**src/rtl/bypass_ctrl.sv**
```systemverilog
`default_nettype none
// bypass_ctrl: accepts one N-lane vector, kicks the VFU, holds the vector until
// vfu_done, then presents it downstream. Optional watchdog: BYPASS_CTRL_TIMEOUT_EN.
module bypass_ctrl #(
  parameter int N       = 4,
  parameter int WIDTH   = 16,
  parameter int TIMEOUT = 64
) (
  input  logic               clk,
  input  logic               rst,
  input  logic               in_valid,
  output logic               in_ready,
  input  logic [N*WIDTH-1:0] in_vec,
  output logic               vfu_start,
  input  logic               vfu_done,
  output logic               out_valid,
  input  logic               out_ready,
  output logic [N*WIDTH-1:0] out_vec,
  output logic               busy,
  output logic               err
);

  typedef enum logic [1:0] {
    S_IDLE = 2'd0,
    S_WAIT = 2'd1,
    S_OUT  = 2'd2
  } state_t;

  state_t           state;
  logic [WIDTH-1:0] bypass_q [N];
  logic             acc;

  // A vector can be taken in OUT only in the same cycle the held one leaves.
  assign in_ready  = (state == S_IDLE) || ((state == S_OUT) && out_ready);
  assign acc       = in_valid && in_ready;
  assign out_valid = (state == S_OUT);
  assign busy      = (state != S_IDLE);

  always_ff @(posedge clk) begin
    for (int i = 0; i < N; i++) begin
      if (rst) begin
        bypass_q[i] <= '0;
      end else if (acc) begin
        bypass_q[i] <= in_vec[i*WIDTH +: WIDTH];
      end
    end
  end

  for (genvar g = 0; g < N; g++) begin : g_lane
    assign out_vec[g*WIDTH +: WIDTH] = bypass_q[g];
  end

`ifdef BYPASS_CTRL_TIMEOUT_EN
  localparam int              CNT_W    = $clog2(TIMEOUT);
  localparam logic [CNT_W-1:0] CNT_LAST = CNT_W'(TIMEOUT - 1);

  logic [CNT_W-1:0] wd_cnt;
  logic             err_q;

  assign err = err_q;
`else
  assign err = 1'b0;
`endif

  always_ff @(posedge clk) begin
    if (rst) begin
      state     <= S_IDLE;
      vfu_start <= 1'b0;
`ifdef BYPASS_CTRL_TIMEOUT_EN
      wd_cnt    <= '0;
      err_q     <= 1'b0;
`endif
    end else begin
      vfu_start <= acc;
`ifdef BYPASS_CTRL_TIMEOUT_EN
      // Every accept is an entry into WAIT, so it restarts the watchdog.
      if (acc) begin
        wd_cnt <= '0;
      end
`endif
      case (state)
        S_IDLE: begin
          if (acc) begin
            state <= S_WAIT;
          end
        end
        S_WAIT: begin
          if (vfu_done) begin
            state <= S_OUT;
`ifdef BYPASS_CTRL_TIMEOUT_EN
          end else if (wd_cnt == CNT_LAST) begin
            state <= S_IDLE;
            err_q <= 1'b1;
          end else begin
            wd_cnt <= wd_cnt + 1'b1;
`endif
          end
        end
        S_OUT: begin
          if (out_ready) begin
            state <= in_valid ? S_WAIT : S_IDLE;
          end
        end
        default: begin
          state <= S_IDLE;
        end
      endcase
    end
  end

endmodule
`default_nettype wire

```
**config.mk**
```make
export PLATFORM = sky130hd
export DESIGN_NAME = bypass_ctrl
export DESIGN_NICKNAME = d
export VERILOG_FILES = /design/src/rtl/bypass_ctrl.sv
export SDC_FILE = /design/constraint.sdc
export NUM_CORES = 1
export LEC_CHECK = 0
export CORE_ASPECT_RATIO = 0.7
export CORE_MARGIN = 1.5
export CORE_UTILIZATION = 43
export CTS_BUF_LIST = sky130_fd_sc_hd__clkbuf_8
export DETAILED_ROUTE_END_ITERATION = 6
export GPL_TIMING_DRIVEN = 1
export MAX_ROUTING_LAYER = met4
export PLACE_DENSITY = 0.95
export SETUP_SLACK_MARGIN = 0.4
export SYNTH_ARGS = -nofsm -noshare
export SYNTH_HDL_FRONTEND = slang
export SYNTH_SLANG_ARGS = --single-unit
```
**constraint.sdc**
```tcl
create_clock -name clk -period 11.1 [get_ports clk]
set_input_delay 1.11 -clock clk [delete_from_list [all_inputs] [get_ports clk]]
set_output_delay 1.11 -clock clk [all_outputs]
set_load 0.01 [all_outputs]
```
### Word-level counts from Yosys, hierarchy flattened

Memories as Yosys holds them, arrays and structs flattened.
Cells that the tools add are included.

| storage, ports and cells | value |
|---|---|
| bits in registers | 3 |
| output and inout bits | 69 |
| bits in read-only memories | 0 |
| word-level logic and storage cells | 32 |
| memories | 1 |
| latch bits | 0 |
| bits in writable memories | 64 |
| bits of input ports | 69 |

Memories:

| memory | words | bits a word | rd ports | clocked after Yosys merged registers in | wr ports | line | source |
|---|---|---|---|---|---|---|---|
| bypass_q | 4 | 16 | 4 | 0 | 4 | 30 | `logic [WIDTH-1:0] bypass_q [N];` |

| operators by class | value |
|---|---|
| bitwise operators | 4 |
| order comparisons | 0 |
| divide/modulo/power cells | 0 |
| reduce and logical (&&, ||, !) cells | 6 |
| add/sub/neg operators | 0 |
| shifts and indexed selects | 0 |
| equal/unequal tests | 5 |
| $mul | 0 |
| mux-type cells | 14 |

Operator list:

| kind | count |
|---|---|
| $mux 16 | 4 |
| $mux 1 | 6 |
| $mux 2 | 3 |
| $pmux 2 s3 | 1 |
| $ne 2x2->1 const B | 2 |
| $or 1x1->1 | 4 |
| $reduce_and 3->1 | 1 |
| $eq 2x1->1 const B | 1 |
| $eq 2x2->1 const B | 1 |
| $logic_and 1x1->1 | 2 |
| $logic_not 2->1 | 1 |
| $ne 2x1->1 const B | 1 |
| $reduce_bool 2->1 | 1 |
| $logic_or 1x1->1 | 1 |

### Logic depth before layout (Yosys ltp)

Gate-level depths: netlist of run 1.

| depth | value |
|---|---|
| depth after elaboration | 8 |
| gate-level depth with buffers | 5 |
| mapped depth without buffers | 3 |

### Worst setup path after synthesis of run 1

OpenSTA, ideal clock, no wires.

| timing path | value |
|---|---|
| path type | input to register |
| start point | in in_valid |
| end point | mem bypass_q[0][0] (enable) |
| setup time | 0.499 ns |
| data required time | 10.601 ns |
| data arrival time | 4.146 ns |
| stages | 2 |
| setup slack | 6.454 ns |
| buffers on the path | 0 |
| cells stage by stage | nand2b_4 > o21bai_1 |

RTL lines:

| what | line | source |
|---|---|---|
| start, declared | 11 | `input logic in_valid,` |
| end, declared | 30 |  |

### Final worst setup path of run 1

| timing path | value |
|---|---|
| start point | in out_ready |
| end point | out in_ready |

| on the way | value |
|---|---|
| longest elaborated chain between the ends | 2 |

Ends and longest elaborated chain:

| what | line | source |
|---|---|---|
| start, declared | 17 | `input logic out_ready,` |
| $logic_and 1x1->1 | 34 | `assign in_ready = (state == S_IDLE) \|\| ((state == S_OUT) && out_ready);` |
| $logic_or 1x1->1 | 34 |  |
| end, declared | 12 | `output logic in_ready,` |

Every way passes these cells.

==> results by group, run 1 <==
Floorplan
  – Placeable Area: ~5800 um^2
  – Initial Util: 0.447
  – Die Span X: roughly 95 um
  – Number of placement rows: 23
  – Die boundary height: just under 70 um
  – DIE AREA: approximately 6500 um^2
  – Count of boundary I/O pins: around 140

Placed design
  – Final weighted congestion in routability-driven placement: approximately 0.69
  – PortBufs: 136
  – Total placed cells including tap cells: 359
  – Final HPWL DP: 3840 um

Min path
  – Worst hold path class: flop to flop

Yosys
  – Cells after synthesis: between 150 and 200
  – Total of warnings raised by yosys: 0
  – Area share of the largest cell type after synthesis: 0.747
  – Synth area leader: sky130_fd_sc_hd__edfxtp_1
  – Cell area after technology mapping: between 2000 and 3000 um^2
  – Yosys reg bits: 67
  – Seq/Total Area, Yosys: 0.770
  – Distinct cells, synth: 18
  – Dominant cells by area after synthesis: sky130_fd_sc_hd__edfxtp_1, sky130_fd_sc_hd__and2_1, sky130_fd_sc_hd__buf_6, sky130_fd_sc_hd__dfxtp_1, sky130_fd_sc_hd__nand3b_1
  – Net count after synthesis: ~220
  – Syn Area/Cell: 16.7 um^2

Timing
  – Worst Hold Margin: between 600 and 700 ps
  – Hold violation count in the final report: 0
  – Portion of the clock cycle consumed by the worst path in the final layout: 0.314
  – Number of failing setup endpoints in the final timing report: 0
  – Sum Neg Setup Slack: 0 ps
  – FMAX: around 0.29 GHz
  – Maximum clock skew at final layout: about 7.6 ps
  – Least-Margin Pin Slew: between 800 and 900 ps
  – RSZ-0062 raised after global routing: false
  – Max-slew violation total from the final report: 0
  – Time the worst path needs with I/O delays and setup: approximately 3500 ps
  – Max-slew headroom at the worst pin: 0.466

Critical path
  – Maximum fanout encountered on the critical timing path: 3
  – CP Class: primary input to output port
  – Arrival time of data at the critical path endpoint: 2370 ps
  – Required time of the worst setup path: around 10000 ps
  – Sort of element at the end of the critical path: output port
  – Launching element type of the critical path: primary input

Clock network
  – Maximum number of buffers from clock root to sink: 2
  – Post-CTS Setup Inserts: 0
  – Clk_lat worst skew: approximately 320 ps
  – Clock-pin slew on the worst setup and hold paths: roughly 70 ps
  – Post-CTS Hold Buffers: 0
  – Deepest level of the CTS H-tree: 3
  – Total clock buffers created by CTS: 9
  – Total number of clock tree sinks: 67
  – TritonCTS clock tree: done
  – Cells resized by post-CTS repair: 0
  – Root buffer selected by CTS: sky130_fd_sc_hd__clkbuf_8

Route
  – Via/cell ratio: 4.44
  – Met3 wire length: 471 um
  – Number of remaining DRC errors: 0
  – Drt pass-1 iters: 4
  – Highest metal layer with signal wires: met4
  – Detailed Route WL: between 5000 and 6000 um
  – Via count of the routed design: about 1700
  – Met1 Routed Length: around 2100 um
  – Detailed Route Iter0 Violations: 50
  – Met2 Wirelength: approximately 2800 um
  – Post-detailed-route wirelength per cell: roughly 14 um
  – Post-detailed-route count of antenna-violating nets: 0

Power and ir drop
  – Overall power consumption: between 0.0006 and 0.0007 W
  – Cell area power density: between 100 and 150 nW/um^2
  – Highest ir drop seen on vdd: roughly 0.084 mV
  – Leakage power summed over all cells: 1.58 nW

GRT
  – Global-route wire length before repair: approximately 7700 um
  – Global route total overflow: 0
  – GRT Util Overall: 0.172
  – Number of antenna violations at the first check in global routing: 0
  – Via count of the first global-routing pass: 1573
  – Largest net degree at the start of global routing: 66

Finish
  – Final nets: roughly 360
  – Util after Layout: 0.726
  – Antenna diode count: 0
  – Number of standard cells in the final layout excluding fillers: 375
  – Ratio of cells with drive above 1 in the final layout: 0.0667
  – Relative area change from synthesis to final layout: 62.4%
  – Fillers: 403

Status
  – Result of the run: finished clean

Job
  – Number of violations of the max-capacitance limit: 0
-- power by group --
part	switching [W]	internal [W]	total (W)	leakage [nW]
sequential	0.00000649	0.000302	0.000308	0.717
combinational	0.0000366	0.0000629	0.0000996	0.756
clock	0.0000826	0.000113	0.000196	0.109
total	0.000126	0.000478	0.000604	1.58
-- final timing paths --
check	start	to	slack [ps]	depth (start not counted)
worst max register to register	state[0]	bypass_q[1][10]	9390	3
worst min-delay path	state[0]	state[1]	600	2
worst min register to register	state[0]	state[1]	600	2
worst max-delay path	out_ready	in_ready	7620	4
-- synthesized netlist by cell type --
library cell	number
sky130_fd_sc_hd__nand2b_4	1
sky130_fd_sc_hd__nand2b_1	2
sky130_fd_sc_hd__o21bai_1	1
sky130_fd_sc_hd__conb_1	1
sky130_fd_sc_hd__nor2b_1	1
sky130_fd_sc_hd__dfxtp_1	3
sky130_fd_sc_hd__buf_4	1
sky130_fd_sc_hd__edfxtp_1	64
sky130_fd_sc_hd__a21oi_1	2
sky130_fd_sc_hd__buf_2	1
sky130_fd_sc_hd__and2_1	64
sky130_fd_sc_hd__a21o_1	1
sky130_fd_sc_hd__nor3_2	1
sky130_fd_sc_hd__nand3b_1	2
sky130_fd_sc_hd__nor2_1	1
sky130_fd_sc_hd__or2_2	1
sky130_fd_sc_hd__buf_6	6
sky130_fd_sc_hd__nor2b_4	1
-- per-stage QoR --
stage / area (um^2) / setup slack [ps]
2_1_floorplan: 2570 / 6450
3_3_place_gp: 3980 / 7640
3_5_place_dp: 3980 / 7620
4_1_cts: 4180 / 7600
5_1_grt: 4180 / 7560
6_report: 4180 / 7620
-- layout make-up --
class | instances | area (um^2) | area share
multi-input combinational | 79 | 528 | 0.126
tap | 75 | 93.8 | 0.0225
sequential | 67 | 1980 | 0.474
clock buffer | 11 | 151 | 0.0362
clock inverter | 5 | 46.3 | 0.0111
timing repair buffer | 138 | 1380 | 0.329
-- metal layers --
layer,global-route usage,vias up
met5,-,-
met3,0.0800,4
met2,0.298,82
met1,0.182,770
li1,-,808
met4,0.0331,0
-- kinds of logic (layout without fill, tap and decap cells) --
group / Yosys count / after routing / share of synthesized area
AND/OR/NAND/NOR: 74 / 74 / 0.187
flip-flops: 67 / 67 / 0.770
buffers and inverters: 8 / 154 / 0.0311
AO/OA/AOI/OAI: 4 / 4 / 0.00973
other: 1 / 1 / 0.00146
-- flip-flops by register name (all words and copies together), names as in the netlist --
signal     count
bypass_q      64
state          2
vfu_start      1
-- critical path: stages --
cell and delay [ps]:
sky130_fd_sc_hd__clkdlybuf4s50_1 540, sky130_fd_sc_hd__nor2b_4 80, sky130_fd_sc_hd__nor2_1 100, sky130_fd_sc_hd__clkdlybuf4s50_1 540
-- cells in the final DEF (no fill, tap or decap), drive strengths merged --
master         synthesis  final
nand2b                 3      3
a21o                   1      1
inv                    0      2
and2                  64     64
o21bai                 1      1
edfxtp                64     64
conb                   1      1
a21oi                  2      2
nor2                   1      1
buf                    8      2
clkbuf                 0     11
clkdlybuf4s50          0    136
nor2b                  2      2
nor3                   1      1
clkinv                 0      2
bufinv                 0      1
or2                    1      1
dfxtp                  3      3
nand3b                 2      2
(Power assumes the default switching activity.)
==> run 2: changes to the inputs <==
--- a/config.mk
+++ b/config.mk
@@ -7,12 +7,12 @@
 export LEC_CHECK = 0
 export CORE_ASPECT_RATIO = 0.7
 export CORE_MARGIN = 1.5
-export CORE_UTILIZATION = 43
+export CORE_UTILIZATION = 40
 export CTS_BUF_LIST = sky130_fd_sc_hd__clkbuf_8
 export DETAILED_ROUTE_END_ITERATION = 6
 export GPL_TIMING_DRIVEN = 1
 export MAX_ROUTING_LAYER = met4
-export PLACE_DENSITY = 0.95
+export PLACE_DENSITY = 0.92
 export SETUP_SLACK_MARGIN = 0.4
 export SYNTH_ARGS = -nofsm -noshare
 export SYNTH_HDL_FRONTEND = slang
==> constraint.sdc (replaced) <==
create_clock -name clk -period 3.55 [get_ports clk]
set_input_delay 0.355 -clock clk [delete_from_list [all_inputs] [get_ports clk]]
set_output_delay 0.355 -clock clk [all_outputs]
set_load 0.01 [all_outputs]
==> run 2 against run 1 <==
Compared with the run above:
- the run now ends with design-rule violations left
- utilization shrank 4.9 points
- via count grew 4.1%
- register-to-register slack lost 7600 ps
- setup slack lost 6000 ps
- sequential power grew to 3.1 times the previous value
- non-clock buffer count grew 1
- first-iteration DRC count grew 110%
- highest routed layer unchanged
==> results by group, run 2 (synthesis results as in run 1) <==
Placed design
  – Final weighted congestion in routability-driven placement: 0.781 (+13%)
  – PortBufs: 136 (unchanged)
  – Total placed cells including tap cells: 363 (+1.1%)

GRT
  – Global route total overflow: 0 (unchanged)
  – Largest net degree at the start of global routing: 65 (-1.5%)
  – GRT Util Overall: 0.181 (+0.00968)
  – Global-route wire length before repair: 8970 um (+17%)
  – Via count of the first global-routing pass: 1762 (+12%)
  – Number of antenna violations at the first check in global routing: 0 (unchanged)

Clock network
  – Deepest level of the CTS H-tree: 3 (unchanged)
  – Post-CTS Setup Inserts: 0 (unchanged)
  – Maximum number of buffers from clock root to sink: 2 (unchanged)
  – Clock-pin slew on the worst setup and hold paths: 70 ps (about the same)
  – Cells resized by post-CTS repair: 0 (unchanged)
  – Total clock buffers created by CTS: 9 (unchanged)
  – Total number of clock tree sinks: 67 (unchanged)
  – Clk_lat worst skew: 340 ps (+20 ps)
  – Root buffer selected by CTS: sky130_fd_sc_hd__clkbuf_8
  – Post-CTS Hold Buffers: 0 (unchanged)
  – TritonCTS clock tree: done

Power and ir drop
  – Switching power total: 0.000430 W (+240%)
  – Internal power: 0.00153 W (+220%)
  – Part of the total power dissipated in the clock network: 0.349 (+0.024)
  – Net Sw Frac: 0.219 (+0.0107)
  – Highest ir drop seen on vdd: 0.261 mV (+210%)
  – Cell area power density: 466 nW/um^2 (+220%)
  – Leakage power summed over all cells: 1.58 nW (about the same)
  – Sequential share of power: 0.491 (-0.020)
  – Combinational Power Share: 0.161 (-0.004)

Critical path
  – Launching point of the worst reg2reg path: state[0]
  – Arrival time of data at the critical path endpoint: 1620 ps (-750 ps)
  – Reg2Reg Setup Slack: 1820 ps (-7570 ps)
  – Required time of the worst setup path: 3190 ps (-6800 ps)
  – Launching element type of the critical path: primary input
  – Maximum fanout encountered on the critical timing path: 3 (unchanged)
  – Cell count of the worst reg-to-reg path: 3 (unchanged)
  – Sort of element at the end of the critical path: output port
  – CP Capture Point: in_ready
  – Destination of the worst register-to-register timing path: bypass_q[3][9]
  – CP Class: primary input to output port
  – Source of the critical timing path: out_ready

Floorplan
  – Die Span X: 98.9 um (+3.6%)
  – Number of placement rows: 24 (+4.3%)
  – DIE AREA: 6930 um^2 (+7.2%)
  – Placeable Area: 6220 um^2 (+8.0%)
  – Count of boundary I/O pins: 138 (unchanged)
  – Die boundary height: 70.1 um (+3.5%)
  – Initial Util: 0.414 (-0.0331)

Route
  – Drt pass-1 iters: 7 (+3)
  – Via count of the routed design: 1732 (+4.1%)
  – Number of remaining DRC errors: 11 (+11)
  – Detailed Route Iter0 Violations: 107 (+110%)
  – Post-detailed-route wirelength per cell: 15.3 um (+6.5%)
  – Post-detailed-route count of antenna-violating nets: 0 (unchanged)
  – Via/cell ratio: 4.57 (+3.0%)
  – Detailed Route WL: 5810 um (+7.7%)

Timing
  – Max-slew violation total from the final report: 0 (unchanged)
  – Portion of the clock cycle consumed by the worst path in the final layout: 0.556
  – FMAX: ~0.51 GHz
  – Maximum clock skew at final layout: 6.10 ps (-1.51 ps)
  – Time the worst path needs with I/O delays and setup: about 2000 ps
  – Number of failing setup endpoints in the final timing report: 0 (unchanged)
  – Max-slew headroom at the worst pin: 0.451 (-0.0148)
  – Hold violation count in the final report: 0 (unchanged)
  – Least-Margin Pin Slew: 824 ps (+22.3 ps)
  – Sum Neg Setup Slack: 0 ps (unchanged)
  – RSZ-0062 raised after global routing: false

Finish
  – Relative area change from synthesis to final layout: 63.6%
  – Top Registers: bypass_q: 64 flops, state: 2 flops, vfu_start: 1 flops
  – Number of standard cells in the final layout excluding fillers: 379 (+1.1%)
  – Most frequent standard cell in the layout excluding fill and tap cells: sky130_fd_sc_hd__clkdlybuf4s50_1
  – Final nets: 365 (+0.27%)
  – Number of flip-flops in the largest register: 64 (unchanged)
  – Ratio of cells with drive above 1 in the final layout: 0.0764 (+0.00975)
  – Antenna diode count: 0 (unchanged)
  – Leading cell types in the layout, fill and taps excluded: sky130_fd_sc_hd__clkdlybuf4s50_1, sky130_fd_sc_hd__and2_1, sky130_fd_sc_hd__edfxtp_1
  – Reg with most FFs: bypass_q

Status
  – Violations in the final reports: design-rule violations
  – Result of the run: finished, violations left

Min path
  – Worst hold path class: flop to flop

Job
  – Number of violations of the max-capacitance limit: 0 (unchanged)
run 2: cell types whose count changed in the layout (fill, tap and decap cells not counted), sizes merged:
cell,before,now
buf,2,3
clkinv,2,3
clkbuf,11,9
inv,2,0
bufinv,1,2
clkinvlp,0,2
run 2: area by class of cell:
type | count | area, um^2
fill | 468 | 2010
sequential | 67 | 1980
timing repair buffer | 139 | 1380
multi-input combinational | 79 | 528
clock buffer | 9 | 124
tap | 78 | 97.6
clock inverter | 7 | 92.6
run 2: worst max-delay path, stage by stage:
cell and delay [ps]:
sky130_fd_sc_hd__clkdlybuf4s50_1 540, sky130_fd_sc_hd__nor2b_4 80, sky130_fd_sc_hd__nor2_1 90, sky130_fd_sc_hd__clkdlybuf4s50_1 550
run 2: per-stage QoR:
stage	utilization	area (um^2)	hold slack (ps)	total power [W]	setup slack, ps
after floorplan	-	2580	424	0.00108	948
after global placement	0.642	3990	553	0.00129	1430
after detailed placement	0.642	3990	593	0.00130	1370
after CTS	0.677	4210	603	0.00198	1580
after global routing	0.677	4210	637	0.00204	1550
final	0.677	4210	607	0.00196	1580
run 2: power by group through the flow:
stage | combinational, W | clock (W) | sequential, W
6_report | 0.000315 | 0.000684 | 0.000963
3_3_place_gp | 0.000310 | 0 | 0.000978
5_1_grt | 0.000334 | 0.000735 | 0.000970
3_5_place_dp | 0.000318 | 0 | 0.000981
2_1_floorplan | 0.0000646 | 0 | 0.00102
4_1_cts | 0.000319 | 0.000699 | 0.000964
run 2: worst min path at each step:
stage | to | startpoint | depth (start not counted) | slack (ps)
after floorplan | state[0] | rst | 1 | 420
after global placement | state[1] | state[0] | 2 | 550
after detailed placement | state[1] | state[0] | 2 | 590
after CTS | state[0] | state[1] | 2 | 600
after global routing | state[1] | vfu_done | 3 | 640
final | state[0] | state[1] | 2 | 610
run 2: metal layers:
layer / vias up / GRT usage / share of wire
met5: - / - / 0
met4: 0 / 0.0667 / 0.016
met3: 12 / 0.0771 / 0.088
met2: 86 / 0.293 / 0.51
met1: 821 / 0.202 / 0.38
li1: 813 / - / -
